[config.mk]
export PLATFORM = sky130hd
export DESIGN_NAME = ssd_scan_driver_flat
export DESIGN_NICKNAME = d
export VERILOG_FILES = /design/src/rtl/ssd_scan_driver_if.sv /design/src/rtl/ssd_scan_driver.sv /design/src/flat_wrapper.sv
export SDC_FILE = /design/constraint.sdc
export NUM_CORES = 1
export LEC_CHECK = 0
export BUFFER_PORTS_ARGS = -buffer_cell sky130_fd_sc_hd__buf_2
export CAP_MARGIN = 10
export CORE_MARGIN = 8
export CORE_UTILIZATION = 59
export DETAILED_ROUTE_END_ITERATION = 6
export GPL_ROUTABILITY_DRIVEN = 1
export PLACE_DENSITY_LB_ADDON = 0.12
export RECOVER_POWER = 25
export SETUP_SLACK_MARGIN = 0.3
export SLEW_MARGIN = 20
export SYNTH_ARGS = -nofsm -noshare
export SYNTH_HDL_FRONTEND = slang
export SYNTH_SLANG_ARGS = --single-unit
[constraint.sdc]
create_clock -name clk -period 2.87 [get_ports clk]
set_input_delay 0.4305 -clock clk [delete_from_list [all_inputs] [get_ports clk]]
set_output_delay 0.4305 -clock clk [all_outputs]
set_load 0.005 [all_outputs]
[src/rtl/ssd_scan_driver_if.sv]
// Symbol/mask inputs and display pin outputs of the seven-segment scan driver.
interface ssd_scan_driver_if;
  logic [19:0] ssd;
  logic [3:0]  blink_mask;
  logic [3:0]  AN;
  logic [6:0]  seven_out;
  logic        frame_tick;

  modport master (output ssd, output blink_mask, input AN, input seven_out, input frame_tick);
  modport slave  (input ssd, input blink_mask, output AN, output seven_out, output frame_tick);
endinterface

[src/rtl/ssd_scan_driver.sv]
// Four-digit time-multiplexed seven-segment driver with per-digit blink and a
// frame-synchronous shadow of the symbol word so mid-scan updates never tear.
module ssd_scan_driver #(
  parameter int REFRESH_DIV = 50000,
  parameter int GUARD       = 500,
  parameter int BLINK_HALF  = 25000000
) (
  input logic              clk,
  input logic              rst,
  ssd_scan_driver_if.slave bus
);
  localparam int SW = $clog2(REFRESH_DIV);
  localparam int BW = (BLINK_HALF > 1) ? $clog2(BLINK_HALF) : 1;
  localparam logic [SW-1:0] SLOT_LAST  = SW'(REFRESH_DIV - 1);
  localparam logic [SW-1:0] GUARD_C    = SW'(GUARD);
  localparam logic [BW-1:0] BLINK_LAST = BW'(BLINK_HALF - 1);
  localparam logic [19:0]   BLANK4     = 20'h9CE73;

  logic [SW-1:0]     r_slot_cnt;
  logic [1:0]        r_idx;
  logic [BW-1:0]     r_blink_cnt;
  logic              r_blink_phase;
  logic [19:0]       r_shadow_ssd;
  logic [3:0]        r_shadow_mask;
  logic [3:0]        r_an;
  logic [6:0]        r_seg;
  logic              r_frame_tick;

  logic [3:0][4:0]   w_syms;
  logic [4:0]        w_sym;
  logic [6:0]        w_dec;
  logic              w_frame_start;
  logic              w_slot_wrap;

  assign w_syms        = r_shadow_ssd;
  assign w_sym         = w_syms[r_idx];
  assign w_frame_start = (r_slot_cnt == '0) && (r_idx == 2'd3);
  assign w_slot_wrap   = (r_slot_cnt == SLOT_LAST);

  always_comb begin
    w_dec = 7'h7F;
    case (w_sym)
      5'd0:  w_dec = 7'h40;
      5'd1:  w_dec = 7'h79;
      5'd2:  w_dec = 7'h24;
      5'd3:  w_dec = 7'h30;
      5'd4:  w_dec = 7'h19;
      5'd5:  w_dec = 7'h12;
      5'd6:  w_dec = 7'h02;
      5'd7:  w_dec = 7'h78;
      5'd8:  w_dec = 7'h00;
      5'd9:  w_dec = 7'h10;
      5'd10: w_dec = 7'h46;
      5'd11: w_dec = 7'h47;
      5'd12: w_dec = 7'h12;
      5'd13: w_dec = 7'h21;
      5'd14: w_dec = 7'h40;
      5'd15: w_dec = 7'h0C;
      5'd16: w_dec = 7'h06;
      5'd17: w_dec = 7'h2B;
      5'd18: w_dec = 7'h3F;
      5'd20: w_dec = 7'h2F;
      default: w_dec = 7'h7F;
    endcase
  end

  always_ff @(posedge clk) begin
    if (rst) begin
      r_slot_cnt    <= '0;
      r_idx         <= 2'd3;
      r_blink_cnt   <= '0;
      r_blink_phase <= 1'b0;
      r_shadow_ssd  <= BLANK4;
      r_shadow_mask <= 4'h0;
      r_an          <= 4'hF;
      r_seg         <= 7'h7F;
      r_frame_tick  <= 1'b0;
    end else begin
      // Digit order 3,2,1,0 falls out of a plain 2-bit decrement.
      r_slot_cnt <= w_slot_wrap ? '0 : r_slot_cnt + 1'b1;
      if (w_slot_wrap) r_idx <= r_idx - 2'd1;

      r_frame_tick <= w_frame_start;
      if (w_frame_start) begin
        r_shadow_ssd  <= bus.ssd;
        r_shadow_mask <= bus.blink_mask;
      end

      if (r_blink_cnt == BLINK_LAST) begin
        r_blink_cnt   <= '0;
        r_blink_phase <= ~r_blink_phase;
      end else begin
        r_blink_cnt <= r_blink_cnt + 1'b1;
      end

      // A blinked-off digit keeps its anode on; only the segments go dark.
      if (r_slot_cnt < GUARD_C) begin
        r_an  <= 4'hF;
        r_seg <= 7'h7F;
      end else begin
        r_an  <= ~(4'b0001 << r_idx);
        r_seg <= (r_shadow_mask[r_idx] && r_blink_phase) ? 7'h7F : w_dec;
      end
    end
  end

  assign bus.AN         = r_an;
  assign bus.seven_out  = r_seg;
  assign bus.frame_tick = r_frame_tick;
endmodule

[src/flat_wrapper.sv]
// flat-port wrapper written by rule: the top's interface ports become plain ports
module ssd_scan_driver_flat 
#(
  parameter int REFRESH_DIV = 50000,
  parameter int GUARD       = 500,
  parameter int BLINK_HALF  = 25000000
)
  (clk, rst, bus_ssd, bus_blink_mask, bus_AN, bus_seven_out, bus_frame_tick);
  ssd_scan_driver_if bus_i ();
  input logic clk;
  input logic rst;
  input wire logic [$bits(bus_i.ssd)-1:0] bus_ssd;
  input wire logic [$bits(bus_i.blink_mask)-1:0] bus_blink_mask;
  output wire logic [$bits(bus_i.AN)-1:0] bus_AN;
  output wire logic [$bits(bus_i.seven_out)-1:0] bus_seven_out;
  output wire logic [$bits(bus_i.frame_tick)-1:0] bus_frame_tick;
  assign bus_i.ssd = bus_ssd;
  assign bus_i.blink_mask = bus_blink_mask;
  assign bus_AN = bus_i.AN;
  assign bus_seven_out = bus_i.seven_out;
  assign bus_frame_tick = bus_i.frame_tick;
  ssd_scan_driver #(.REFRESH_DIV(REFRESH_DIV), .GUARD(GUARD), .BLINK_HALF(BLINK_HALF)) u_core (.clk(clk), .rst(rst), .bus(bus_i));
endmodule
==> impl_metrics.toml <==
[power_and_ir_drop]
pwr-share-seq_pct = 47.4
p_sw_w = 0.000620
ir_worst_vdd_uv = 500
p_clk_share_pct = 40.6
total_power_w = 0.00253
pwr-share-comb_pct = 12.0
swShare_pct = 24.6
power.density_nw_per_um2 = 585
intPower_w = 0.00191
p_leak_nw = 1.70

[sta]
setup_viol = 0
max-slew-margin-rel_pct = 49.0
post-route-min-period_ns = 2.24
rsz0062_at_grt = "false"
tightest_slew_ns = 0.762
fin_tns_setup_ns = 0
post-route-period-util_pct = 78.1
maxSlewViolCount = 0
max_freq_mhz = 446
clock_skew_ns = 0.00650
final-hold-violation-count = 0
setup_ws_ns = 0.628

[die]
die_area_um2 = 9450
fp.dieH_um = 97.2
initial_core_util_pct = 61.3
coreArea_um2 = 6350
rows = 29
io_pins = 38
dieWidth_um = 97.2

[clocking]
cts_resized = 0
root_buffer = "clkbuf_8"
cts_hold_buf = 0
cts_sinks = 80
cts_setup_buffers = 0
cts_tree = "done"
htree_levels = 3
cts.clk_slew.worst_paths_ns = 0.08
cts_buffer_depth = 2
cts_buffers = 9
clkLatencyLatePin_ns = 0.35

[route]
ant_nets = 0
firstDrtPassIters = 4
wl_per_cell_um = 14.3
drc = 0
drt_iter0_drc = 108
met2_length_um = 3280
wirelength_um = 7540
drt-met1-wl_um = 3750
vias = 2924
met3_wirelength_um = 390
vias_per_cell = 5.56
top_layer = "met4"

[critical_path]
ff2ff_path_depth = 5
required_ns = 3.07
worstSetupPathType = "reg -> reg"
worstSetupStartpointType = "flop"
cp-end-kind = "flop"
cp.arrival_ns = 2.45
path_max_fanout = 13

[cells_and_area]
fillerInstances = 527
final-seq-area_um2 = 1600
drive_gt1_share_pct = 13.8
layout.nets = 484
diodes = 0
multi_input_area_um2 = 2120
syn_to_final_growth_pct = 11.0
utilization_pct = 68.0

[global_route]
grt.total_usage_pct = 16.2
antenna_found_initial = 0
overflow = 0
grt_max_degree = 37
first_global_vias = 2851
grt_pass1_wl_um = 13000

[yosys]
synthesis.nets = 451
ys_seq_elements = 80
synth-edff-count = 0
synthTopCellsByArea = "dfxtp_1 (41%), nor2_1 (6.3%), xnor2_1 (5.6%)"
synth_seq_area_share_pct = 41.2
async_flop_share_pct = 0
yosysWarnings = 0
syn_inst = 411
synth_top_area_share_pct = 41.2
syn_area_um2 = 3890
synth_cell_types = 51
synth_top_area_cell = "dfxtp_1"
syn_avg_cell_area_um2 = 9.46
ys.flop_type = "dfxtp_1"

[place]
post-dp-hpwl_um = 5330
port_buffers = 37
gp_congestion = 0.943
pre_cts_slack_ns = 0.668

[min_path]
min_delay_path_depth = 2
hp-class = "in -> reg"

[run_status]
status = "finished, final reports clean"

[flow_run]
drv_cap = 0
==> worst paths after layout <==
check                        from                      end  slack [ns]
max               u_core.r_idx[1]  u_core.bus.seven_out[3]        0.63
min                   bus_ssd[11]  u_core.r_shadow_ssd[11]        0.27
max reg2reg       u_core.r_idx[1]  u_core.bus.seven_out[3]        0.63
min reg2reg  u_core.r_slot_cnt[0]     u_core.r_slot_cnt[0]        0.48
==> layout make-up <==
class                           instances  share of cell area, %
Inverter                               12                   1.04
Clock buffer                           10                   3.19
Clock inverter                          6                   2.67
Sequential cell                        80                   37.1
Multi-Input combinational cell        300                   49.2
Timing Repair Buffer                   41                   4.61
Tap cell                               77                   2.23
==> power by group through the flow <==
stage	sequential, W	clock, W	combinational (W)
2_1_floorplan	0.00121	0	0.000254
3_3_place_gp	0.00122	0	0.000293
3_5_place_dp	0.00122	0	0.000299
4_1_cts	0.00120	0.00105	0.000301
5_1_grt	0.00120	0.00110	0.000335
6_report	0.00120	0.00103	0.000303
==> cells by family after synthesis <==
| family | after synthesis | synth area share, % |
|---|---|---|
| DFF | 80 | 41.2 |
| adders and majority gates | 14 | 4.50 |
| buffers and inverters | 31 | 4.12 |
| muxes | 27 | 9.33 |
| xor gates and xnor gates | 43 | 9.68 |
| AOI/OAI and AO/OA | 36 | 6.95 |
| and+or+nand+nor | 180 | 24.3 |
==> cells in the final DEF (no fill, tap or decap), types with 10 or more instances in the layout <==
cell type,synthesis,routed
mux2i_1,16,16
dfxtp_1,80,80
nand2_1,23,23
xnor2_1,25,25
ha_1,14,14
inv_1,12,12
clkbuf_1,6,11
nor3_1,11,11
nor2b_1,14,14
nand4_1,13,13
a211o_1,12,12
nor2_1,65,65
clkbuf_8,0,10
buf_2,10,26
nand3_1,19,19
xor2_1,18,18
==> state kept, by name (all words and copies together) (netlist names) <==
signal / count
u_core.r_blink_cnt: 25
u_core.r_shadow_ssd: 20
u_core.r_slot_cnt: 16
u_core.bus.seven_out: 7
u_core.bus.AN: 4
u_core.r_shadow_mask: 4
u_core.r_idx: 2
u_core.bus.frame_tick: 1
u_core.r_blink_phase: 1
==> synthesized netlist by cell type, types with 2 or more instances <==
master and n:
a211o_1 12, a21o_1 3, a21oi_1 6, and3_1 4, and4_1 7, buf_2 10, buf_6 2, clkbuf_1 6
dfxtp_1 80, ha_1 14, inv_1 12, mux2_2 3, mux2i_1 16, mux4_2 7, nand2_1 23, nand2_2 2
nand3_1 19, nand4_1 13, nor2_1 65, nor2b_1 14, nor3_1 11, nor3b_1 3, nor4_1 4, nor4_4 2
o211ai_1 2, o21ai_0 2, o21bai_1 2, or2_1 3, xnor2_1 25, xor2_1 18
==> worst max-delay path, stage by stage (launching register included) <==
cell      delay [ns]
dfxtp_1         0.66
mux2_2          0.41
mux2i_1         0.46
nand2_1         0.11
a221oi_1        0.33
nand3_1         0.13
==> metrics by stage <==
stage          hold WS [ns]  instance area, µm²  cells
2_1_floorplan         0.438                3890    411
3_3_place_gp          0.450                4090    510
3_5_place_dp          0.467                4090    510
4_1_cts               0.256                4340    526
5_1_grt               0.264                4320    526
6_report              0.273                4320    526
==> routing by layer <==
layer	vias up	track usage, %
li1	1494	-
met1	1349	20.5
met2	69	24.6
met3	12	5.05
met4	0	7.10
met5	-	0
(Power assumes the default switching activity.)
